--- src/rtl/apb_master.sv ---
// APB requester: turns a cmd_valid/cmd_ready handshake into APB SETUP/ACCESS transfers.
// Latency: acceptance edge to completion edge is 2 edges minimum; rsp_valid appears in the cycle after completion.
// Backpressure: cmd_ready is high only in IDLE; pready low adds wait states; responses cannot be stalled.
//
// Ports:
//   pclk, rst_n                          clock and asynchronous active-low reset
//   cmd_valid/cmd_ready/cmd_write/
//   cmd_addr/cmd_wdata                   command handshake and command fields
//   rsp_valid/rsp_rdata/rsp_timeout      one-cycle completion pulse, read data, abort flag
//   paddr/pwrite/psel/penable/pwdata     APB requester outputs, all registered
//   prdata/pready                        APB slave responses
module apb_master #(
    parameter int ADDR_W  = 4,
    parameter int DATA_W  = 8,
    parameter int TIMEOUT = 15
) (
    input  logic              pclk,
    input  logic              rst_n,
    input  logic              cmd_valid,
    output logic              cmd_ready,
    input  logic              cmd_write,
    input  logic [ADDR_W-1:0] cmd_addr,
    input  logic [DATA_W-1:0] cmd_wdata,
    output logic              rsp_valid,
    output logic [DATA_W-1:0] rsp_rdata,
    output logic              rsp_timeout,
    output logic [ADDR_W-1:0] paddr,
    output logic              pwrite,
    output logic              psel,
    output logic              penable,
    output logic [DATA_W-1:0] pwdata,
    input  logic [DATA_W-1:0] prdata,
    input  logic              pready
);

    // Wide enough to hold TIMEOUT-1; one bit when the timeout is disabled.
    localparam int CNT_W = (TIMEOUT > 0) ? $clog2(TIMEOUT + 1) : 1;
    localparam logic [CNT_W-1:0] CNT_LAST = (TIMEOUT > 0) ? CNT_W'(TIMEOUT - 1) : '0;
    localparam logic [CNT_W-1:0] CNT_MAX  = {CNT_W{1'b1}};

    typedef enum logic [1:0] {
        IDLE   = 2'd0,
        SETUP  = 2'd1,
        ACCESS = 2'd2
    } state_t;

    state_t              state_q,       state_d;
    logic [CNT_W-1:0]    wait_cnt_q,    wait_cnt_d;
    logic [ADDR_W-1:0]   paddr_q,       paddr_d;
    logic                pwrite_q,      pwrite_d;
    logic                psel_q,        psel_d;
    logic                penable_q,     penable_d;
    logic [DATA_W-1:0]   pwdata_q,      pwdata_d;
    logic                rsp_valid_q,   rsp_valid_d;
    logic [DATA_W-1:0]   rsp_rdata_q,   rsp_rdata_d;
    logic                rsp_timeout_q, rsp_timeout_d;

    always_comb begin
        state_d       = state_q;
        wait_cnt_d    = wait_cnt_q;
        paddr_d       = paddr_q;
        pwrite_d      = pwrite_q;
        psel_d        = psel_q;
        penable_d     = penable_q;
        pwdata_d      = pwdata_q;
        rsp_valid_d   = 1'b0;          // response is a single-cycle pulse
        rsp_rdata_d   = rsp_rdata_q;   // data/status hold until the next completion
        rsp_timeout_d = rsp_timeout_q;

        unique case (state_q)
            IDLE: begin
                if (cmd_valid) begin
                    paddr_d   = cmd_addr;
                    pwrite_d  = cmd_write;
                    pwdata_d  = cmd_wdata;   // driven for reads too; slaves ignore it
                    psel_d    = 1'b1;
                    penable_d = 1'b0;
                    state_d   = SETUP;
                end
            end
            SETUP: begin
                // pready is deliberately ignored here: SETUP always lasts one cycle.
                penable_d  = 1'b1;
                wait_cnt_d = '0;
                state_d    = ACCESS;
            end
            ACCESS: begin
                if (pready) begin
                    psel_d        = 1'b0;
                    penable_d     = 1'b0;
                    rsp_valid_d   = 1'b1;
                    rsp_timeout_d = 1'b0;
                    rsp_rdata_d   = pwrite_q ? '0 : prdata;
                    state_d       = IDLE;
                end else if ((TIMEOUT != 0) && (wait_cnt_q == CNT_LAST)) begin
                    psel_d        = 1'b0;
                    penable_d     = 1'b0;
                    rsp_valid_d   = 1'b1;
                    rsp_timeout_d = 1'b1;
                    rsp_rdata_d   = '0;
                    state_d       = IDLE;
                end else if (wait_cnt_q != CNT_MAX) begin
                    // Saturating so an unlimited wait (TIMEOUT=0) never wraps.
                    wait_cnt_d = wait_cnt_q + 1'b1;
                end
            end
            default: begin
                state_d   = IDLE;
                psel_d    = 1'b0;
                penable_d = 1'b0;
            end
        endcase
    end

    always_ff @(posedge pclk or negedge rst_n) begin
        if (!rst_n) begin
            state_q       <= IDLE;
            wait_cnt_q    <= '0;
            paddr_q       <= '0;
            pwrite_q      <= 1'b0;
            psel_q        <= 1'b0;
            penable_q     <= 1'b0;
            pwdata_q      <= '0;
            rsp_valid_q   <= 1'b0;
            rsp_rdata_q   <= '0;
            rsp_timeout_q <= 1'b0;
        end else begin
            state_q       <= state_d;
            wait_cnt_q    <= wait_cnt_d;
            paddr_q       <= paddr_d;
            pwrite_q      <= pwrite_d;
            psel_q        <= psel_d;
            penable_q     <= penable_d;
            pwdata_q      <= pwdata_d;
            rsp_valid_q   <= rsp_valid_d;
            rsp_rdata_q   <= rsp_rdata_d;
            rsp_timeout_q <= rsp_timeout_d;
        end
    end

    assign cmd_ready   = (state_q == IDLE);
    assign paddr       = paddr_q;
    assign pwrite      = pwrite_q;
    assign psel        = psel_q;
    assign penable     = penable_q;
    assign pwdata      = pwdata_q;
    assign rsp_valid   = rsp_valid_q;
    assign rsp_rdata   = rsp_rdata_q;
    assign rsp_timeout = rsp_timeout_q;

endmodule

--- config.mk ---
export PLATFORM = sky130hd
export DESIGN_NAME = apb_master
export DESIGN_NICKNAME = d
export VERILOG_FILES = /design/src/rtl/apb_master.sv
export SDC_FILE = /design/constraint.sdc
export NUM_CORES = 1
export LEC_CHECK = 0
export BUFFER_PORTS_ARGS = -buffer_cell sky130_fd_sc_hd__buf_2
export CAP_MARGIN = 20
export CORE_ASPECT_RATIO = 1.75
export CORE_MARGIN = 1.5
export CORE_UTILIZATION = 42
export CTS_BUF_LIST = sky130_fd_sc_hd__clkbuf_4 sky130_fd_sc_hd__clkbuf_8
export CTS_CLUSTER_SIZE = 28
export DETAILED_ROUTE_END_ITERATION = 10
export PLACE_DENSITY = 0.7
export SLEW_MARGIN = 20
export SYNTH_ARGS = -nofsm -noshare
export SYNTH_HDL_FRONTEND = slang
export SYNTH_SLANG_ARGS = --single-unit
--- constraint.sdc ---
create_clock -name pclk -period 2.7 [get_ports pclk]
set_input_delay 0.54 -clock pclk [delete_from_list [all_inputs] [get_ports pclk]]
set_output_delay 0.54 -clock pclk [all_outputs]
set_load 0.05 [all_outputs]
==> metrics.md <==
| Metric | Value |
|---|---|
| CTS Buf Count | 5 |
| Clock Path Buffers | 2 |
| Hold Worst Slack | 0.279 ns |
| VDD IR max | 0.000973 V |
| Slowest-stage cell, CP | dfrtp_1 |
| Die Footprint | between 3000 and 4000 um2 |
| Initial antenna violation count | 0 |
| H-tree depth | 2 |
| # Max-Cap Violations | 0 |
| Dominant cells by area after synthesis | dfrtp_1 (57%), mux2_4 (9.0%), a22o_1 (6.6%) |
| Synthesized net count | between 100 and 150 |
| Status | finished clean |
| First-pass GRT wire length | 4.38 mm |
| Worst hold path type | input port to asynchronous set/reset pin |
| I/O pins | 51 |
| Post-synth top cells | dfrtp_1 (30), a22o_1 (10), mux2_4 (8) |
| Placed wire-length estimate | about 1.9 mm |
| Pleak | ~0.85 nW |
| CP max stage delay | approximately 0.5 ns |
| Register area | around 750 um2 |
| R2R depth | 5 |
| Tcrit/Tclk final | 0.650 |
| Slew HR | 0.570 |
| Fin crit period | approximately 1.8 ns |
| Overflow after GRT | 0 |
| Initial Util | 0.448 |
| Routed WL per cell | roughly 14 um |
| Clock latency at the later pin of the worst-skew pair | between 0.2 and 0.3 ns |
| Setup TNS | 0 ns |
| Seq/Total Area, Yosys | 0.566 |
| Type of destination of the critical path | primary output |
| R2r setup slk | roughly 1.1 ns |
| Skew final | roughly 0.0077 ns |
| Sw Pwr | 1.18 mW |
| Final non-filler cell total | between 150 and 200 |
| Worst path required time | between 2 and 2.5 ns |
| Vias in the first global route | 960 |
| Final Hold Fails | 0 |
| P_int | around 1.2 mW |
| Slew @ Worst Pin | around 0.64 ns |
| Top-area cell type share of the netlist area | 0.566 |
| Cts repair resizes | 0 |
| CTS clk-pin slew, worst paths | roughly 0.07 ns |
| Core Rows | 26 |
| Crit-path cells | nor2_2 -> buf_2 |
| Synth Instances | 95 |
| Iter 0 DRT Violations | 20 |
| Yosys warning count | 0 |
| Area of the multi-input gates | between 500 and 600 um2 |
| Flop pwr share | 0.320 |
| Synth-to-layout area growth | 25.8% |
| Layout cell share with drive strength beyond 1 | 0.507 |
| Startpoint types | flop |
| CTS tree | done |
| Setup CP Type | flop to primary output |
| DRT antenna net count | 0 |
| Synth Area per Inst | ~14 um2 |
| Worst reg2reg path endpoint | rsp_rdata[0]$_DFFE_PN0P_ |
| RSZ-0062 raised after global routing | false |
| Critical path peak fanout | 10 |
| Count leader, synth | dfrtp_1 |
| Highest clock rate | roughly 570 MHz |
| Placed Instances | about 180 |
| Design area | approximately 1700 um2 |
| Asr flop ratio synth | 1.00 |
| Pin count of the biggest net entering global routing | 31 |
| Chip width | between 40 and 50 um |
| Clock root buffer | clkbuf_8 |
| Fin nets | roughly 170 |
| Core Util, Final | 0.564 |
| Clock Sinks | 30 |
| Fillers | between 200 and 300 |
| Pwr/cell area | 1440 nW/um2 |
| Via Count | 961 |
| Syn Std Cell Area | ~1300 um2 |
| Buffer count from post-CTS setup fixing | 0 |
| Sw Share | 0.488 |
| Synthesis-stage register bit count | 30 |
| Cts-stage hold buffer count | 0 |
| Combinational power share | 0.524 |
| N_diodes | 0 |
| GPL Wtd Cong | 0.881 |
| Drt total wl | about 2.7 mm |
| Setup-failing EPs final | 0 |
| WP data arrival | between 1 and 1.5 ns |
| Total GRT Usage | 0.172 |
| Post-synth top area cell | dfrtp_1 |
| Slew Limit Fails | 0 |
| Core box area | a little under 3000 um2 |
| Post-synth EDFFs | 0 |
| RR Startpoint | wait_cnt_q[0]$_DFFE_PN0P_ |
| Placed standard-cell area | between 1500 and 2000 um2 |
| Pre-antenna DRT Iters | 4 |
| IO Port Bufs | 50 |
| Vias per cell | between 5 and 6 |
| Post-synth cell types | 32 |
| Residual DRC count | 0 |
| Main synth FF type | dfrtp_1 |
| Clock Power Share | 0.156 |
| Die H | between 70 and 80 um |
## layer usage
| layer | wire length (um) | up-vias | GRT usage |
|---|---|---|---|
| li1 | - | 445 | - |
| met1 | 1110 | 472 | 0.208 |
| met2 | 1350 | 40 | 0.256 |
| met3 | 181 | 4 | 0.0698 |
| met4 | 45 | 0 | 0.0824 |
| met5 | 0 | - | 0 |
## power groups by stage
stage	clock (mW)	combinational [mW]	sequential, mW
after detailed placement	0	1.26	0.780
after CTS	0.389	1.28	0.773
final	0.376	1.26	0.772
after floorplan	0	0.465	1.34
after global placement	0	1.24	0.770
after global routing	0.414	1.32	0.802
## state kept, by name, indices dropped and copies added, names as in the netlist
register and count:
wait_cnt_q 4, psel 1, state_q 2, rsp_valid 1, pwrite 1, rsp_timeout 1, paddr 4, rsp_rdata 8
pwdata 8
## layout make-up
| type | count | area share |
|---|---|---|
| clock inverters | 1 | 0.00300 |
| repair buffers | 50 | 0.150 |
| inverters | 5 | 0.0112 |
| well taps | 42 | 0.0315 |
| multi-input cells | 55 | 0.301 |
| flip-flops and latches | 30 | 0.449 |
| clock buffers | 7 | 0.0539 |
## worst max path at each step
stage / start / endpoint / slack (ns) / cells past startpoint
6_report: state_q[0]$_DFFE_PN0P_ / cmd_ready / 0.95 / 2
5_1_grt: state_q[0]$_DFFE_PN0P_ / cmd_ready / 0.87 / 2
4_1_cts: state_q[0]$_DFFE_PN0P_ / cmd_ready / 0.94 / 2
3_5_place_dp: wait_cnt_q[0]$_DFFE_PN0P_ / rsp_rdata[7]$_DFFE_PN0P_ / 1.07 / 5
3_3_place_gp: wait_cnt_q[0]$_DFFE_PN0P_ / rsp_rdata[2]$_DFFE_PN0P_ / 1.12 / 5
2_1_floorplan: state_q[1]$_DFFE_PN0P_ / paddr[1]$_DFFE_PN0P_ / 0.58 / 6
## worst max-delay path, delay by kind of cell (launching register included)
| family | cells | cell delay, ns |
|---|---|---|
| buffers and inverters | 1 | 0.27 |
| DFF | 1 | 0.50 |
| and+or+nand+nor | 1 | 0.16 |
## stage by stage
stage / total power, mW / setup slack (ns)
after global placement: 2.01 / 1.12
after CTS: 2.44 / 0.943
final: 2.41 / 0.946
after global routing: 2.54 / 0.874
after floorplan: 1.81 / 0.581
after detailed placement: 2.04 / 1.07
## cells in the final DEF, fill, tap and decap left out, types with 2 or more instances in the layout
master	netlist	routed
a21oi_1	2	2
nor2b_1	2	2
inv_1	5	5
clkbuf_8	0	6
ha_1	2	2
mux2_4	8	8
a22o_1	10	10
dfrtp_1	30	30
nand2b_1	3	3
buf_2	1	50
o31ai_1	2	2
nand2_1	4	4
mux2_2	5	5
## logic make-up (layout without fill, tap and decap cells)
group	after synthesis	after routing	synth area share
flops	30	30	0.566
simple gates	16	16	0.0811
mux	13	13	0.133
compound gates	23	23	0.139
fa+ha+maj	3	3	0.0264
buf+inv	10	63	0.0556
Power figures use the tool's default switching activity.
